File: config.mk
export PLATFORM = sky130hd
export DESIGN_NAME = mine_placer_flat
export DESIGN_NICKNAME = d
export VERILOG_FILES = /design/src/rtl/mine_placer_if.sv /design/src/rtl/mine_placer.sv /design/src/flat_wrapper.sv
export SDC_FILE = /design/constraint.sdc
export NUM_CORES = 1
export LEC_CHECK = 0
export BUFFER_PORTS_ARGS = -buffer_cell sky130_fd_sc_hd__buf_4
export CAP_MARGIN = 15
export CORE_UTILIZATION = 35
export DETAILED_ROUTE_END_ITERATION = 10
export PLACE_DENSITY = 0.62
export SYNTH_ARGS = -nofsm -noshare
export SYNTH_HDL_FRONTEND = slang
export SYNTH_SLANG_ARGS = --single-unit
File: constraint.sdc
create_clock -name clk -period 3.4 [get_ports clk]
set_clock_uncertainty 0.05 [all_clocks]
set_input_delay 0.17 -clock clk [delete_from_list [all_inputs] [get_ports clk]]
set_output_delay 0.17 -clock clk [all_outputs]
set_load 0.1 [all_outputs]
File: src/rtl/mine_placer_if.sv
// rtl/mine_placer_if.sv - control, write-stream and lookup signals of the mine placer
interface mine_placer_if;
  logic       start;
  logic [4:0] row_column_number;
  logic [7:0] mine_number;
  logic [3:0] safe_x;
  logic [3:0] safe_y;
  logic       busy;
  logic       done;
  logic       mine_wr_en;
  logic [3:0] mine_wr_x;
  logic [3:0] mine_wr_y;
  logic [7:0] mines_placed;
  logic [3:0] rd_x;
  logic [3:0] rd_y;
  logic       rd_mine;

  modport master (
    output start, row_column_number, mine_number, safe_x, safe_y, rd_x, rd_y,
    input  busy, done, mine_wr_en, mine_wr_x, mine_wr_y, mines_placed, rd_mine
  );

  modport slave (
    input  start, row_column_number, mine_number, safe_x, safe_y, rd_x, rd_y,
    output busy, done, mine_wr_en, mine_wr_x, mine_wr_y, mines_placed, rd_mine
  );
endinterface

File: src/rtl/mine_placer.sv
// rtl/mine_placer.sv - places unique pseudo-random mines on the board, avoiding the first-click field
module mine_placer #(
  parameter int          MAX_DIM = 16,
  parameter logic [15:0] SEED    = 16'hACE1
) (
  input logic          clk,
  input logic          rst_n,
  mine_placer_if.slave bus
);

  localparam int          CELLS     = MAX_DIM * MAX_DIM;
  localparam int          IW        = $clog2(CELLS);
  localparam logic [15:0] SEED_EFF  = (SEED == 16'h0000) ? 16'h0001 : SEED;
  localparam logic [15:0] LFSR_MASK = 16'hB400;
  localparam logic [4:0]  N_MAX     = 5'(MAX_DIM);

  typedef enum logic [1:0] {IDLE, CLEAR, PLACE, FINISH} state_t;

  state_t           state;
  logic [15:0]      lfsr;
  logic [15:0]      lfsr_next;
  logic [CELLS-1:0] bitmap;
  logic [4:0]       n_q;
  logic [8:0]       target_q;
  logic [3:0]       safe_x_q;
  logic [3:0]       safe_y_q;

  logic             busy_q;
  logic             done_q;
  logic             wr_en_q;
  logic [3:0]       wr_x_q;
  logic [3:0]       wr_y_q;
  logic [7:0]       placed_q;
  logic             rd_mine_q;

  logic [4:0]       n_eff;
  logic [8:0]       n_sq;
  logic [8:0]       target_eff;
  logic [3:0]       cand_x;
  logic [3:0]       cand_y;
  logic [IW-1:0]    cand_idx;
  logic [IW-1:0]    rd_idx;
  logic             accept;
  logic             last_mine;
  logic             rd_hit;

  // Clamp dimension and mine count; one field always stays free for the first click.
  always_comb begin
    n_eff = (bus.row_column_number > N_MAX) ? N_MAX : bus.row_column_number;
    n_sq  = 9'(n_eff) * 9'(n_eff);
    if (n_sq == 9'd0) begin
      target_eff = 9'd0;
    end else if ({1'b0, bus.mine_number} < (n_sq - 9'd1)) begin
      target_eff = {1'b0, bus.mine_number};
    end else begin
      target_eff = n_sq - 9'd1;
    end
  end

  always_comb begin
    lfsr_next = lfsr[0] ? ((lfsr >> 1) ^ LFSR_MASK) : (lfsr >> 1);
    cand_x    = lfsr[3:0];
    cand_y    = lfsr[7:4];
    cand_idx  = IW'(int'(cand_y) * MAX_DIM + int'(cand_x));
    rd_idx    = IW'(int'(bus.rd_y) * MAX_DIM + int'(bus.rd_x));
    accept    = ({1'b0, cand_x} < n_q) && ({1'b0, cand_y} < n_q)
                && !((cand_x == safe_x_q) && (cand_y == safe_y_q))
                && !bitmap[cand_idx];
    last_mine = ((9'(placed_q) + 9'd1) == target_q);
    rd_hit    = ({1'b0, bus.rd_x} < n_q) && ({1'b0, bus.rd_y} < n_q) && bitmap[rd_idx];
  end

  // The LFSR free-runs in every state so the field depends on when start arrives.
  always_ff @(posedge clk or negedge rst_n) begin
    if (!rst_n) begin
      state     <= IDLE;
      lfsr      <= SEED_EFF;
      bitmap    <= '0;
      n_q       <= 5'd0;
      target_q  <= 9'd0;
      safe_x_q  <= 4'd0;
      safe_y_q  <= 4'd0;
      busy_q    <= 1'b0;
      done_q    <= 1'b0;
      wr_en_q   <= 1'b0;
      wr_x_q    <= 4'd0;
      wr_y_q    <= 4'd0;
      placed_q  <= 8'd0;
      rd_mine_q <= 1'b0;
    end else begin
      lfsr      <= lfsr_next;
      done_q    <= 1'b0;
      wr_en_q   <= 1'b0;
      rd_mine_q <= rd_hit;
      case (state)
        IDLE: begin
          if (bus.start) begin
            n_q      <= n_eff;
            target_q <= target_eff;
            safe_x_q <= bus.safe_x;
            safe_y_q <= bus.safe_y;
            busy_q   <= 1'b1;
            state    <= CLEAR;
          end
        end
        CLEAR: begin
          bitmap   <= '0;
          placed_q <= 8'd0;
          if (target_q == 9'd0) begin
            busy_q <= 1'b0;
            done_q <= 1'b1;
            state  <= FINISH;
          end else begin
            state <= PLACE;
          end
        end
        PLACE: begin
          if (accept) begin
            bitmap[cand_idx] <= 1'b1;
            wr_en_q          <= 1'b1;
            wr_x_q           <= cand_x;
            wr_y_q           <= cand_y;
            placed_q         <= placed_q + 8'd1;
            if (last_mine) begin
              busy_q <= 1'b0;
              done_q <= 1'b1;
              state  <= FINISH;
            end
          end
        end
        FINISH: begin
          state <= IDLE;
        end
        default: begin
          state <= IDLE;
        end
      endcase
    end
  end

  assign bus.busy         = busy_q;
  assign bus.done         = done_q;
  assign bus.mine_wr_en   = wr_en_q;
  assign bus.mine_wr_x    = wr_x_q;
  assign bus.mine_wr_y    = wr_y_q;
  assign bus.mines_placed = placed_q;
  assign bus.rd_mine      = rd_mine_q;

endmodule
File: src/flat_wrapper.sv
// flat-port wrapper written by rule: the top's interface ports become plain ports
module mine_placer_flat 
#(
  parameter int          MAX_DIM = 16,
  parameter logic [15:0] SEED    = 16'hACE1
)
  (clk, rst_n, bus_start, bus_row_column_number, bus_mine_number, bus_safe_x, bus_safe_y, bus_rd_x, bus_rd_y, bus_busy, bus_done, bus_mine_wr_en, bus_mine_wr_x, bus_mine_wr_y, bus_mines_placed, bus_rd_mine);
  mine_placer_if bus_i ();
  input logic clk;
  input logic rst_n;
  input wire logic [$bits(bus_i.start)-1:0] bus_start;
  input wire logic [$bits(bus_i.row_column_number)-1:0] bus_row_column_number;
  input wire logic [$bits(bus_i.mine_number)-1:0] bus_mine_number;
  input wire logic [$bits(bus_i.safe_x)-1:0] bus_safe_x;
  input wire logic [$bits(bus_i.safe_y)-1:0] bus_safe_y;
  input wire logic [$bits(bus_i.rd_x)-1:0] bus_rd_x;
  input wire logic [$bits(bus_i.rd_y)-1:0] bus_rd_y;
  output wire logic [$bits(bus_i.busy)-1:0] bus_busy;
  output wire logic [$bits(bus_i.done)-1:0] bus_done;
  output wire logic [$bits(bus_i.mine_wr_en)-1:0] bus_mine_wr_en;
  output wire logic [$bits(bus_i.mine_wr_x)-1:0] bus_mine_wr_x;
  output wire logic [$bits(bus_i.mine_wr_y)-1:0] bus_mine_wr_y;
  output wire logic [$bits(bus_i.mines_placed)-1:0] bus_mines_placed;
  output wire logic [$bits(bus_i.rd_mine)-1:0] bus_rd_mine;
  assign bus_i.start = bus_start;
  assign bus_i.row_column_number = bus_row_column_number;
  assign bus_i.mine_number = bus_mine_number;
  assign bus_i.safe_x = bus_safe_x;
  assign bus_i.safe_y = bus_safe_y;
  assign bus_i.rd_x = bus_rd_x;
  assign bus_i.rd_y = bus_rd_y;
  assign bus_busy = bus_i.busy;
  assign bus_done = bus_i.done;
  assign bus_mine_wr_en = bus_i.mine_wr_en;
  assign bus_mine_wr_x = bus_i.mine_wr_x;
  assign bus_mine_wr_y = bus_i.mine_wr_y;
  assign bus_mines_placed = bus_i.mines_placed;
  assign bus_rd_mine = bus_i.rd_mine;
  mine_placer #(.MAX_DIM(MAX_DIM), .SEED(SEED)) u_core (.clk(clk), .rst_n(rst_n), .bus(bus_i));
endmodule
==> impl_summary.log <==
INFO  metric crit_type = register to register
INFO  metric p_switching = 2.009 mW
INFO  metric power.combinational.fraction = 0.069
INFO  metric final_max_slew_viol_count = 0
INFO  metric grt_max_degree = roughly 110
INFO  metric die_y = 227.0 um
INFO  metric synth_top_area_cells = dfrtp_1 44%, mux4_2 18%, nand2_1 5.8%
INFO  metric wire_length_of_the_first_global_routing_pass = 100.7 mm
INFO  metric per_instance_average_area_after_synthesis = 10.78 um2
INFO  metric timing.critical_path.to_type = register
INFO  metric grt_antenna_before_repair = 2
INFO  metric synth_commonest_cells = 308 x dfrtp_1, 273 x nand2_1, 151 x o21ai_0
INFO  metric timing.critical_path.from_type = register
INFO  metric number_of_design_rule_violations_left_by_the_first_detailed_router_iteration = 1963
INFO  metric yosys.area.top_type_share = 0.4351
INFO  metric summed_instance_area_of_the_synthesized_netlist = 17720 um2
INFO  metric ys_async_sr_fraction = 1.000
INFO  metric detailroute.via_count = 16.04k
INFO  metric layout-drive-gt1-share = 0.4322
INFO  metric maxCapViolCount = 0
INFO  metric synthesis.yosys.warnings = 0
INFO  metric hpwl = about 37 mm
INFO  metric ys_ff_latch = 316
INFO  metric clock_tree_buf_depth = 3
INFO  metric initial_core_util = 0.3538
INFO  metric violations = setup timing
INFO  metric grt.total_usage = 0.2580
INFO  metric clock_insertion_delay_worst_skew = 560 ps
INFO  metric multi_input_comb_area = 11220 um2
INFO  metric cts.reportedPaths.clkPinSlew = 60 ps
INFO  metric yosys.cell_types.count = 67
INFO  metric pwr_density_cell = about 330 nW/um2
INFO  metric worstHoldPathType = input port to register
INFO  metric hold_ws = 11.05 ps
INFO  metric detailed_place.area = 19860 um2
INFO  metric postSynthCellCount = 1644
INFO  metric critical_path_arrival = 4320 ps
INFO  metric cts-buffers-inserted = 36
INFO  metric std_cell_rows = 82
INFO  metric grt_setup_unrepaired = true
INFO  metric detail_route.first_pass.iterations = 6
INFO  metric finalWirelength = between 60 and 70 mm
INFO  metric ir_drop = between 200 and 300 uV
INFO  metric core_area = about 50000 um2
INFO  metric finalWorstSetupSlack = -513.9 ps
INFO  metric synth_top_area_cell = dfrtp_1
INFO  metric avgRoutedWirePerCell = 26.38 um
INFO  metric sequential_cell_area = 7925 um2
INFO  metric dominantRegCellSynth = dfrtp_1
INFO  metric final_net_count = 1921
INFO  metric finalInstanceArea = 24900 um2
INFO  metric period_share = 1.151
INFO  metric path_max_fanout = 6
INFO  metric drt_drc_violations_left = 0
INFO  metric cts_tree = yes
INFO  metric area_growth_syn_to_layout = 40.55%
INFO  metric max_slew_margin = 0.3347
INFO  metric cts-root-buf = clkbuf_16
INFO  metric die_x = ~230 um
INFO  metric min_period = 3914 ps
INFO  metric routabilityCongestion = approximately 0.91
INFO  metric cts.sinks = ~320
INFO  metric post-synth-top-count-cell = dfrtp_1
INFO  metric grt_pass1_vias = 16.16k
INFO  metric outcome = finished with violations
INFO  metric intPower = 6.290 mW
INFO  metric power.share.switching = 0.2420
INFO  metric setup-violations-final = 282
INFO  metric p_seq_frac = 0.453
INFO  metric floorplan.die_area = 51520 um2
INFO  metric synth-edff-count = 0
INFO  metric synth-seq-area-share = 0.4469
INFO  metric layout.filler_cells = 4199
INFO  metric grt-ovfl-total = 0
INFO  metric achievable-frequency = 255.5 MHz
INFO  metric i_o_pin_cnt = 52
INFO  metric power.clock.fraction = 0.478
INFO  metric port_buf_inserts = 51
INFO  metric finalHoldViolations = 0
INFO  metric via_per_inst = 6.279
INFO  metric critical_path_required = 3810 ps
INFO  metric worstMarginPinSlew = 996.9 ps
INFO  metric htreeDepth = 2
INFO  metric cellLeakagePower = 10.47 nW
INFO  metric final_antenna_net_count = 0
## cell families (layout without fill, tap and decap cells)
family / count (synthesis) / after routing / synth area share
simple gates: 549 / 549 / 0.1345
compound gates: 366 / 366 / 0.1347
flops: 316 / 316 / 0.4469
mux: 185 / 185 / 0.2042
buf+inv: 163 / 399 / 0.03941
fa+ha+maj: 35 / 35 / 0.02599
xor+xnor: 28 / 28 / 0.01384
other cells: 2 / 4 / 0.0004239
## metal layers
layer | wire length (um) | track usage | vias to the layer above
li1 | - | - | 6526
met1 | 24760 | 0.3255 | 8103
met2 | 30520 | 0.3994 | 1071
met3 | 6748 | 0.06092 | 335
met4 | 5318 | 0.1635 | 2
met5 | 14 | 0 | -
## path summary, 6_finish.rpt
| kind | end | slack [ps] | depth (start not counted) | start |
|---|---|---|---|---|
| setup / recovery | u_core.bitmap[225]$_DFFE_PN0P_ | -510 | 17 | u_core.lfsr[0]$_DFF_PN1_ |
| hold / removal | u_core.n_q[3]$_DFFE_PN0P_ | 10 | 4 | bus_row_column_number[3] |
| setup reg to reg | u_core.bitmap[225]$_DFFE_PN0P_ | -510 | 17 | u_core.lfsr[0]$_DFF_PN1_ |
| min in group asynchronous | u_core.n_q[2]$_DFFE_PN0P_ | 240 | 2 | rst_n |
| hold reg to reg | u_core.lfsr[7]$_DFF_PN1_ | 300 | 0 | u_core.lfsr[8]$_DFF_PN0_ |
| max in group asynchronous | u_core.bitmap[110]$_DFFE_PN0P_ | 2070 | 3 | rst_n |
## flip-flops by register name (all words and copies together), names as in the netlist, 2 cells and up
signal,cells
u_core.safe_x_q,4
u_core.target_q,9
u_core.bus.mine_wr_x,4
u_core.bitmap,256
u_core.safe_y_q,4
u_core.bus.mines_placed,8
u_core.n_q,5
u_core.lfsr,16
u_core.bus.mine_wr_y,4
u_core.state,2
## layout by cell type, fill, tap and decap left out, types with 20 or more instances in the layout
master     instances
o31ai_4           28
clkbuf_16         36
ha_1              29
buf_6             37
o21ai_2          124
dfrtp_1          305
buf_12            60
a22o_1            37
a31oi_4           36
buf_4            169
mux2i_1           20
nor2_1           136
nand2_1          266
inv_1             22
mux4_2           139
## power by group through the flow
stage	registers (mW)	clock network, mW	logic (mW)
6_report	3.76	3.97	0.571
5_1_grt	3.76	4.15	0.616
4_1_cts	3.76	4.00	0.534
3_5_place_dp	3.83	0	0.467
3_3_place_gp	3.83	0	0.462
2_1_floorplan	3.83	0	0.220
## critical path: stages (launching register included)
cell and delay [ps]:
dfstp_4 660, buf_12 130, buf_16 140, buf_12 110, mux4_2 530, a22oi_2 180, nand4_1 160, nand4_1 160
a311oi_1 110, buf_4 180, nor4_4 390, buf_6 190, buf_12 100, buf_6 90, nand3_4 110, buf_12 180
buf_16 160, o31ai_2 180
## timing repair
item | CTS | global route
cloned | 29 | 1
resized for setup | 464 | 176
hold endpoints to repair | 118 | 0
hold buffers | 19 | 0
pin swaps | 188 | 81
buffers inserted | 56 | 27
setup endpoints to repair | 284 | 284
## stage by stage
step | TNS [ps] | power, mW | setup slack, ps | utilization | cells
finish | -96310 | 8.299 | -513.9 | 0.4973 | 2554
global route | -111030 | 8.524 | -636.4 | 0.4973 | 2553
CTS | -69080 | 8.291 | -425.5 | 0.4818 | 2548
detailed placement | -106010 | 4.297 | -1154 | 0.3967 | 2382
global placement | -81160 | 4.291 | -1058 | 0.3967 | 2382
floorplan | -7846 | 4.051 | -1039 | - | 1645
## final cells by class
class                      count  share of cell area
clock inverter                20            0.008492
timing repair buffer         309              0.1461
tap                          672             0.03377
antenna                        1           0.0001005
inverter                      25            0.003769
clock buffer                  45             0.03874
sequential                   316              0.3183
multi-input combinational   1166              0.4508
Note: power is estimated with default switching activity, not from simulation.
